[src/rtl/divider_pkg.sv]
// Shared types and constants for the divider sequencer and its operand FIFO.
//   DIV_W             : operand/result width of the attached divider
//   seq_state_t       : sequencer FSM states
//   DIV_ZERO_QUOTIENT : quotient reported for a trapped divide-by-zero
//   div_pair_t        : one buffered operand pair
package divider_pkg;

  localparam int DIV_W = 8;

  typedef enum logic [1:0] {
    IDLE    = 2'd0,
    ISSUE   = 2'd1,
    RELEASE = 2'd2,
    OUTPUT  = 2'd3
  } seq_state_t;

  localparam logic [DIV_W-1:0] DIV_ZERO_QUOTIENT = 8'hFF;

  typedef struct packed {
    logic [DIV_W-1:0] dividend;
    logic [DIV_W-1:0] divisor;
  } div_pair_t;

endpackage

[src/rtl/divider_sequencer_if.sv]
// Bundle of all non-clock/reset signals of divider_sequencer.
//   in_*   : operand pair input stream (valid/ready)
//   div_*  : four-phase Req/Done link to the divider
//   out_*  : result output stream (valid/ready) with trap flags
//   busy   : sequencer activity indicator
// slave  = sequencer view, master = environment (feeder/divider/consumer) view.
interface divider_sequencer_if;
  import divider_pkg::*;

  logic             in_valid;
  logic             in_ready;
  logic [DIV_W-1:0] in_dividend;
  logic [DIV_W-1:0] in_divisor;

  logic             div_req;
  logic [DIV_W-1:0] div_op1;
  logic [DIV_W-1:0] div_op2;
  logic             div_done;
  logic [DIV_W-1:0] div_quotient;
  logic [DIV_W-1:0] div_remainder;

  logic             out_valid;
  logic             out_ready;
  logic [DIV_W-1:0] out_quotient;
  logic [DIV_W-1:0] out_remainder;
  logic             out_div_zero;
  logic             out_timeout;

  logic             busy;

  modport slave (
    input  in_valid, in_dividend, in_divisor,
    output in_ready,
    output div_req, div_op1, div_op2,
    input  div_done, div_quotient, div_remainder,
    output out_valid, out_quotient, out_remainder, out_div_zero, out_timeout,
    input  out_ready,
    output busy
  );

  modport master (
    output in_valid, in_dividend, in_divisor,
    input  in_ready,
    input  div_req, div_op1, div_op2,
    output div_done, div_quotient, div_remainder,
    input  out_valid, out_quotient, out_remainder, out_div_zero, out_timeout,
    output out_ready,
    input  busy
  );

endinterface

[src/rtl/divider_op_fifo.sv]
// Operand-pair FIFO for the divider sequencer.
//   clk, rst_n : clock, asynchronous active-low reset (pointers/count only)
//   push, push_data : write one pair (ignored when full)
//   pop, pop_data   : pop_data shows the head entry; pop advances it (ignored when empty)
//   full, empty, count : occupancy status from registered count
module divider_op_fifo
  import divider_pkg::*;
#(
  parameter int DEPTH = 4
) (
  input  logic                       clk,
  input  logic                       rst_n,
  input  logic                       push,
  input  div_pair_t                  push_data,
  input  logic                       pop,
  output div_pair_t                  pop_data,
  output logic                       full,
  output logic                       empty,
  output logic [$clog2(DEPTH+1)-1:0] count
);

  localparam int AW = (DEPTH > 1) ? $clog2(DEPTH) : 1;
  localparam int CW = $clog2(DEPTH+1);

  div_pair_t         mem [DEPTH];
  logic [AW-1:0]     wr_ptr_q, wr_ptr_d;
  logic [AW-1:0]     rd_ptr_q, rd_ptr_d;
  logic [CW-1:0]     count_q, count_d;
  logic              do_push, do_pop;

  assign full     = (count_q == CW'(DEPTH));
  assign empty    = (count_q == '0);
  assign count    = count_q;
  assign pop_data = mem[rd_ptr_q];
  assign do_push  = push && !full;
  assign do_pop   = pop && !empty;

  // DEPTH is a power of two, so natural pointer overflow gives modulo-DEPTH wrap.
  always_comb begin
    wr_ptr_d = wr_ptr_q;
    rd_ptr_d = rd_ptr_q;
    count_d  = count_q;
    if (do_push) wr_ptr_d = wr_ptr_q + AW'(1);
    if (do_pop)  rd_ptr_d = rd_ptr_q + AW'(1);
    case ({do_push, do_pop})
      2'b10:   count_d = count_q + CW'(1);
      2'b01:   count_d = count_q - CW'(1);
      default: count_d = count_q;
    endcase
  end

  always_ff @(posedge clk or negedge rst_n) begin
    if (!rst_n) begin
      wr_ptr_q <= '0;
      rd_ptr_q <= '0;
      count_q  <= '0;
    end else begin
      wr_ptr_q <= wr_ptr_d;
      rd_ptr_q <= rd_ptr_d;
      count_q  <= count_d;
    end
  end

  // Storage carries data only; occupancy is governed by the pointers.
  always_ff @(posedge clk) begin
    if (do_push) mem[wr_ptr_q] <= push_data;
  end

endmodule

[src/rtl/divider_sequencer.sv]
// Feeds buffered operand pairs to an 8-bit divider over a four-phase Req/Done
// handshake and returns quotient/remainder on a valid/ready stream.
//   Clock  : rising-edge clock
//   nReset : asynchronous active-low reset
//   bus    : divider_sequencer_if.slave (input stream, divider link,
//            output stream, busy)
// Divide-by-zero is answered locally (Q=FF, R=dividend); a watchdog aborts a
// division whose Done never arrives within TIMEOUT cycles.
module divider_sequencer
  import divider_pkg::*;
#(
  parameter int DEPTH   = 4,
  parameter int TIMEOUT = 63
) (
  input  logic                Clock,
  input  logic                nReset,
  divider_sequencer_if.slave  bus
);

  localparam int               CW        = $clog2(DEPTH+1);
  localparam logic [7:0]       TIMEOUT_W = 8'(TIMEOUT);

  div_pair_t         push_pair;
  div_pair_t         head_pair;
  logic              fifo_push;
  logic              fifo_pop;
  logic              fifo_full;
  logic              fifo_empty;
  logic [CW-1:0]     fifo_count;

  seq_state_t        state_q,      state_d;
  logic [7:0]        wd_q,         wd_d;
  logic              div_req_q,    div_req_d;
  logic [DIV_W-1:0]  div_op1_q,    div_op1_d;
  logic [DIV_W-1:0]  div_op2_q,    div_op2_d;
  logic              out_valid_q,  out_valid_d;
  logic [DIV_W-1:0]  out_quot_q,   out_quot_d;
  logic [DIV_W-1:0]  out_rem_q,    out_rem_d;
  logic              out_dz_q,     out_dz_d;
  logic              out_to_q,     out_to_d;

  assign push_pair.dividend = bus.in_dividend;
  assign push_pair.divisor  = bus.in_divisor;
  assign fifo_push          = bus.in_valid && !fifo_full;

  divider_op_fifo #(.DEPTH(DEPTH)) u_fifo (
    .clk       (Clock),
    .rst_n     (nReset),
    .push      (fifo_push),
    .push_data (push_pair),
    .pop       (fifo_pop),
    .pop_data  (head_pair),
    .full      (fifo_full),
    .empty     (fifo_empty),
    .count     (fifo_count)
  );

  always_comb begin
    state_d     = state_q;
    wd_d        = wd_q;
    div_req_d   = div_req_q;
    div_op1_d   = div_op1_q;
    div_op2_d   = div_op2_q;
    out_valid_d = out_valid_q;
    out_quot_d  = out_quot_q;
    out_rem_d   = out_rem_q;
    out_dz_d    = out_dz_q;
    out_to_d    = out_to_q;
    fifo_pop    = 1'b0;

    case (state_q)
      IDLE: begin
        if (!fifo_empty) begin
          fifo_pop = 1'b1;
          if (head_pair.divisor != '0) begin
            div_op1_d = head_pair.dividend;
            div_op2_d = head_pair.divisor;
            div_req_d = 1'b1;
            wd_d      = '0;
            state_d   = ISSUE;
          end else begin
            // Trapped locally: the divider never sees a zero divisor.
            out_quot_d  = DIV_ZERO_QUOTIENT;
            out_rem_d   = head_pair.dividend;
            out_dz_d    = 1'b1;
            out_valid_d = 1'b1;
            state_d     = OUTPUT;
          end
        end
      end
      ISSUE: begin
        wd_d = wd_q + 8'd1;
        // Done wins over the watchdog when both land in the same cycle.
        if (bus.div_done) begin
          out_quot_d = bus.div_quotient;
          out_rem_d  = bus.div_remainder;
          div_req_d  = 1'b0;
          state_d    = RELEASE;
        end else if (wd_q == TIMEOUT_W) begin
          out_quot_d = '0;
          out_rem_d  = '0;
          out_to_d   = 1'b1;
          div_req_d  = 1'b0;
          state_d    = RELEASE;
        end
      end
      RELEASE: begin
        // Finish the four-phase handshake before the next Req can rise.
        if (!bus.div_done) begin
          out_valid_d = 1'b1;
          state_d     = OUTPUT;
        end
      end
      OUTPUT: begin
        if (bus.out_ready) begin
          out_valid_d = 1'b0;
          out_dz_d    = 1'b0;
          out_to_d    = 1'b0;
          state_d     = IDLE;
        end
      end
      default: state_d = IDLE;
    endcase
  end

  always_ff @(posedge Clock or negedge nReset) begin
    if (!nReset) begin
      state_q     <= IDLE;
      wd_q        <= '0;
      div_req_q   <= 1'b0;
      div_op1_q   <= '0;
      div_op2_q   <= '0;
      out_valid_q <= 1'b0;
      out_quot_q  <= '0;
      out_rem_q   <= '0;
      out_dz_q    <= 1'b0;
      out_to_q    <= 1'b0;
    end else begin
      state_q     <= state_d;
      wd_q        <= wd_d;
      div_req_q   <= div_req_d;
      div_op1_q   <= div_op1_d;
      div_op2_q   <= div_op2_d;
      out_valid_q <= out_valid_d;
      out_quot_q  <= out_quot_d;
      out_rem_q   <= out_rem_d;
      out_dz_q    <= out_dz_d;
      out_to_q    <= out_to_d;
    end
  end

  assign bus.in_ready      = !fifo_full;
  assign bus.busy          = (state_q != IDLE) || (fifo_count != '0);
  assign bus.div_req       = div_req_q;
  assign bus.div_op1       = div_op1_q;
  assign bus.div_op2       = div_op2_q;
  assign bus.out_valid     = out_valid_q;
  assign bus.out_quotient  = out_quot_q;
  assign bus.out_remainder = out_rem_q;
  assign bus.out_div_zero  = out_dz_q;
  assign bus.out_timeout   = out_to_q;

endmodule

[src/flat_wrapper.sv]
// flat-port wrapper written by rule: the top's interface ports become plain ports
module divider_sequencer_flat import divider_pkg::*;
#(
  parameter int DEPTH   = 4,
  parameter int TIMEOUT = 63
)
  (Clock, nReset, bus_in_valid, bus_in_dividend, bus_in_divisor, bus_in_ready, bus_div_req, bus_div_op1, bus_div_op2, bus_div_done, bus_div_quotient, bus_div_remainder, bus_out_valid, bus_out_quotient, bus_out_remainder, bus_out_div_zero, bus_out_timeout, bus_out_ready, bus_busy);
  divider_sequencer_if bus_i ();
  input  logic Clock;
  input  logic nReset;
  input wire logic [$bits(bus_i.in_valid)-1:0] bus_in_valid;
  input wire logic [$bits(bus_i.in_dividend)-1:0] bus_in_dividend;
  input wire logic [$bits(bus_i.in_divisor)-1:0] bus_in_divisor;
  output wire logic [$bits(bus_i.in_ready)-1:0] bus_in_ready;
  output wire logic [$bits(bus_i.div_req)-1:0] bus_div_req;
  output wire logic [$bits(bus_i.div_op1)-1:0] bus_div_op1;
  output wire logic [$bits(bus_i.div_op2)-1:0] bus_div_op2;
  input wire logic [$bits(bus_i.div_done)-1:0] bus_div_done;
  input wire logic [$bits(bus_i.div_quotient)-1:0] bus_div_quotient;
  input wire logic [$bits(bus_i.div_remainder)-1:0] bus_div_remainder;
  output wire logic [$bits(bus_i.out_valid)-1:0] bus_out_valid;
  output wire logic [$bits(bus_i.out_quotient)-1:0] bus_out_quotient;
  output wire logic [$bits(bus_i.out_remainder)-1:0] bus_out_remainder;
  output wire logic [$bits(bus_i.out_div_zero)-1:0] bus_out_div_zero;
  output wire logic [$bits(bus_i.out_timeout)-1:0] bus_out_timeout;
  input wire logic [$bits(bus_i.out_ready)-1:0] bus_out_ready;
  output wire logic [$bits(bus_i.busy)-1:0] bus_busy;
  assign bus_i.in_valid = bus_in_valid;
  assign bus_i.in_dividend = bus_in_dividend;
  assign bus_i.in_divisor = bus_in_divisor;
  assign bus_in_ready = bus_i.in_ready;
  assign bus_div_req = bus_i.div_req;
  assign bus_div_op1 = bus_i.div_op1;
  assign bus_div_op2 = bus_i.div_op2;
  assign bus_i.div_done = bus_div_done;
  assign bus_i.div_quotient = bus_div_quotient;
  assign bus_i.div_remainder = bus_div_remainder;
  assign bus_out_valid = bus_i.out_valid;
  assign bus_out_quotient = bus_i.out_quotient;
  assign bus_out_remainder = bus_i.out_remainder;
  assign bus_out_div_zero = bus_i.out_div_zero;
  assign bus_out_timeout = bus_i.out_timeout;
  assign bus_i.out_ready = bus_out_ready;
  assign bus_busy = bus_i.busy;
  divider_sequencer #(.DEPTH(DEPTH), .TIMEOUT(TIMEOUT)) u_core (.Clock(Clock), .nReset(nReset), .bus(bus_i));
endmodule
[config.mk]
export PLATFORM = sky130hd
export DESIGN_NAME = divider_sequencer_flat
export DESIGN_NICKNAME = d
export VERILOG_FILES = /design/src/rtl/divider_pkg.sv /design/src/rtl/divider_sequencer_if.sv /design/src/rtl/divider_op_fifo.sv /design/src/rtl/divider_sequencer.sv /design/src/flat_wrapper.sv
export SDC_FILE = /design/constraint.sdc
export NUM_CORES = 1
export LEC_CHECK = 0
export ABC_AREA = 1
export ABC_CLOCK_PERIOD_IN_PS = 2050
export CORE_MARGIN = 2
export CORE_UTILIZATION = 40
export DETAILED_ROUTE_END_ITERATION = 12
export PLACE_DENSITY = 0.64
export SYNTH_ARGS = -nofsm -noshare
export SYNTH_HDL_FRONTEND = slang
export SYNTH_SLANG_ARGS = --single-unit
[constraint.sdc]
create_clock -name Clock -period 2.05 [get_ports Clock]
set_input_delay 0.41 -clock Clock [delete_from_list [all_inputs] [get_ports Clock]]
set_output_delay 0.41 -clock Clock [all_outputs]
set_load 0.01 [all_outputs]
==> impl_results.md <==
* Final Cycle Share at 0.967
* Number of fill cells at 1097
* Worst EP arrival at 1.57 ns
* Clock slew at reported path FFs at 0.05 ns
* Synth Net Count at 572
* Worst-path cell chain: nor3_4 -> nand2_1 -> dlygate4sd2_1
* PD cells at 1660 nW/um^2
* IO Port Bufs at 74
* Post-synthesis sequential area ratio at 0.621
* Crit-path max cell delay at 0.42 ns
* Largest net degree at the start of global routing at 54
* Reg power frac at 0.319
* # Max-Cap Violations at 0
* Max Fclk at 504 MHz
* Top cells by count, synth: nand2_1 (188), edfxtp_1 (64), dfrtp_1 (53)
* Avg Cell Area, Syn at 10.0 um^2
* Synth warn at 0
* Comb pwr share at 0.423
* Proportion of layout cells with a drive suffix above 1 at 0.116
* Global Route met3 Usage at 0.0463
* Tot GR Track Use at 0.176
* GP Congestion at 0.795
* Horiz. Die Dim at 118 um
* Synth-to-layout area growth at 32.9%
* Setup violations, final at 0
* Tmin final at 1.98 ns
* Worst hold-check path type: register to register
* Met1 GRT Util at 0.230
* DRC errors left at 0
* Hold WS at 0.468 ns
* H-Tree Depth at 4
* Initial DRC count at 336
* Max_slew headroom at 0.753
* # rows at 41
* Switch share at 0.362
* Leak Pwr at 2.98 nW
* Clk root buf: clkbuf_16
* Hold path startpoint: u_core.bus.out_quotient[3]
* Slowest-stage cell, CP: dfrtp_1
* Number of flops mapped to enable cells by yosys at 64
* WL/cell at 14.6 um
* Total CTS buffers at 17
* First-pass GRT wire length at 19.4 mm
* Grt ovf at 0
* CP top delay family: simple AND/OR/NAND/NOR gates
* Number of antenna violations at the first check in global routing at 0
* R2R Path Start: u_core.state_q[1]
* Switch Pwr at 4.17 mW
* Yosys reg bits at 117
* Synth area leader: edfxtp_1
* Die extent in y at 118 um
* Async SR Flop Fraction at 0.453
* Internal power at 7.33 mW
* Synth Flop Type: edfxtp_1
* Setup TNS at 0 ns
* RSZ-0062 raised after global routing: yes
* Vias in the first global route at 3845
* Via/cell ratio at 4.91
* Worst setup EP type: output pin
* Clock network power share at 0.258
* Synth unique cells at 28
* Most common cell in the netlist: nand2_1
* Final Hold Fails at 0
* First-pass DRT Iterations at 4
* Syn Std Cell Area at 5230 um^2
* Routed Antenna Nets at 0
* Worst-path maximum fanout at 3
* Slew Viols, Final at 0
* Synthesized instance count at 522
* Die ar. at 14000 um^2
* GRT met2 Usage at 0.275
* Final net count at 668
* Largest cells by area after synthesis: edfxtp_1 (37%), dfrtp_1 (25%), nand2_1 (14%), nand3_1 (3.9%), nand4_1 (3.5%)
* Clock sinks at 117
* Initial Util at 0.412
* Buf/Inv on CP at 1
* Outcome: finished, final reports clean
* Global routing's busiest layer: met2
* Top Ports at 75
* Worst skew pair latency at 0.41 ns
* Clock Tree Buf Depth at 2
* Yosys top cell area share at 0.368
* CP required at 1.64 ns
* Skew final at 0.00581 ns
* Least-Margin Pin Slew at 0.370 ns
* Total number of vias at 3930
* Antenna cell count at 0
* Setup crit start kind: register
* HPWL after DPL at 7.77 mm
* CP Launch Point: u_core.u_fifo.count[1]
* Critical Setup Path Class: register to output pin
* Max IR drop VDD at 0.000546 V
* Routed wire length at 11.7 mm
* CORE AREA at 12700 um^2
* CTS tree: built
==> per-stage QoR <==
step,total power [mW],setup WS [ns],area (um^2),util,cells
CTS,11.5,0.0231,6890,0.544,799
global placement,8.28,0.0689,6280,0.496,768
floorplan,6.60,0.0206,5230,-,522
global route,12.3,-0.00823,6950,0.548,801
detailed placement,8.43,0.0438,6280,0.496,768
finish,11.5,0.0671,6950,0.548,801
==> kinds of logic (layout without fill, tap and decap cells) <==
family | after synthesis | after routing | synth area share
AOI/OAI and AO/OA | 38 | 38 | 0.0376
xor gates and xnor gates | 9 | 9 | 0.0151
adders and majority gates | 13 | 13 | 0.0326
buffers and inverters | 56 | 162 | 0.0558
DFF | 117 | 117 | 0.621
and+or+nand+nor | 289 | 290 | 0.237
==> state kept, by name, indices dropped and copies added (netlist names) <==
register                  count
u_core.u_fifo.count           3
u_core.u_fifo.wr_ptr_q        2
u_core.bus.div_op2            8
u_core.u_fifo.rd_ptr_q        2
u_core.bus.out_quotient       8
u_core.bus.div_req            1
u_core.bus.out_remainder      8
u_core.wd_q                   8
u_core.state_q                2
u_core.bus.out_div_zero       1
u_core.u_fifo.mem            64
u_core.bus.div_op1            8
u_core.bus.out_timeout        1
u_core.bus.out_valid          1
==> layer usage <==
| layer | vias to the layer above | wire length [um] |
|---|---|---|
| li1 | 1936 | - |
| met2 | 101 | 5680 |
| met3 | 16 | 622 |
| met1 | 1877 | 5210 |
| met5 | - | 0 |
| met4 | 0 | 162 |
==> timing repair <==
action                                 4_1_cts  5_1_grt
hold buffers                                 1        0
buffers inserted                             0        1
gates cloned                                 0        1
gates resized for setup                      3       12
pin swaps                                    0        0
setup endpoints to repair                    1       34
endpoints found under the hold margin       34        0
==> power by group through the flow <==
stage	clock network [mW]	logic (mW)	registers, mW
floorplan	0	2.83	3.77
global placement	0	4.63	3.66
detailed placement	0	4.75	3.68
CTS	3.03	4.78	3.67
global route	3.15	5.43	3.74
finish	2.97	4.86	3.67
==> worst min-delay path, stage by stage (launching register included) <==
cell     delay [ns]
dfrtp_1        0.34
nand2_1        0.05
nand2_1        0.04
==> final cells by class <==
cell class | instances | area, um^2 | area share
well taps | 172 | 215 | 0.0310
clock inverters | 12 | 163 | 0.0234
multi-input cells | 350 | 1750 | 0.251
inverters | 29 | 111 | 0.0160
repair buffers | 103 | 1030 | 0.149
flip-flops and latches | 117 | 3250 | 0.468
clock buffers | 18 | 429 | 0.0618
==> placed cells by master, fill, tap and decap left out, types with 3 or more instances in the layout <==
cell type	instances
nand2_1	187
clkdlybuf4s50_1	72
edfxtp_1	64
dfrtp_1	51
nand3_1	41
nand4_1	29
o21ai_0	28
inv_1	26
nor2_1	23
buf_4	21
clkbuf_16	17
ha_1	11
buf_12	6
xnor2_1	5
nor2_4	4
xor2_1	4
a21oi_1	4
bufinv_16	4
clkinv_2	4
o22ai_1	3
==> path summary, 6_finish.rpt <==
kind,endpoint,cells past startpoint,slack [ns]
max,bus_busy,3,0.07
min,u_core.bus.out_quotient[3],2,0.47
max reg2reg,u_core.u_fifo.count[2],10,0.14
min reg2reg,u_core.bus.out_quotient[3],2,0.47
max in group asynchronous,u_core.u_fifo.rd_ptr_q[0],3,1.27
min in group asynchronous,u_core.bus.out_div_zero,3,0.53
(Power assumes the default switching activity.)
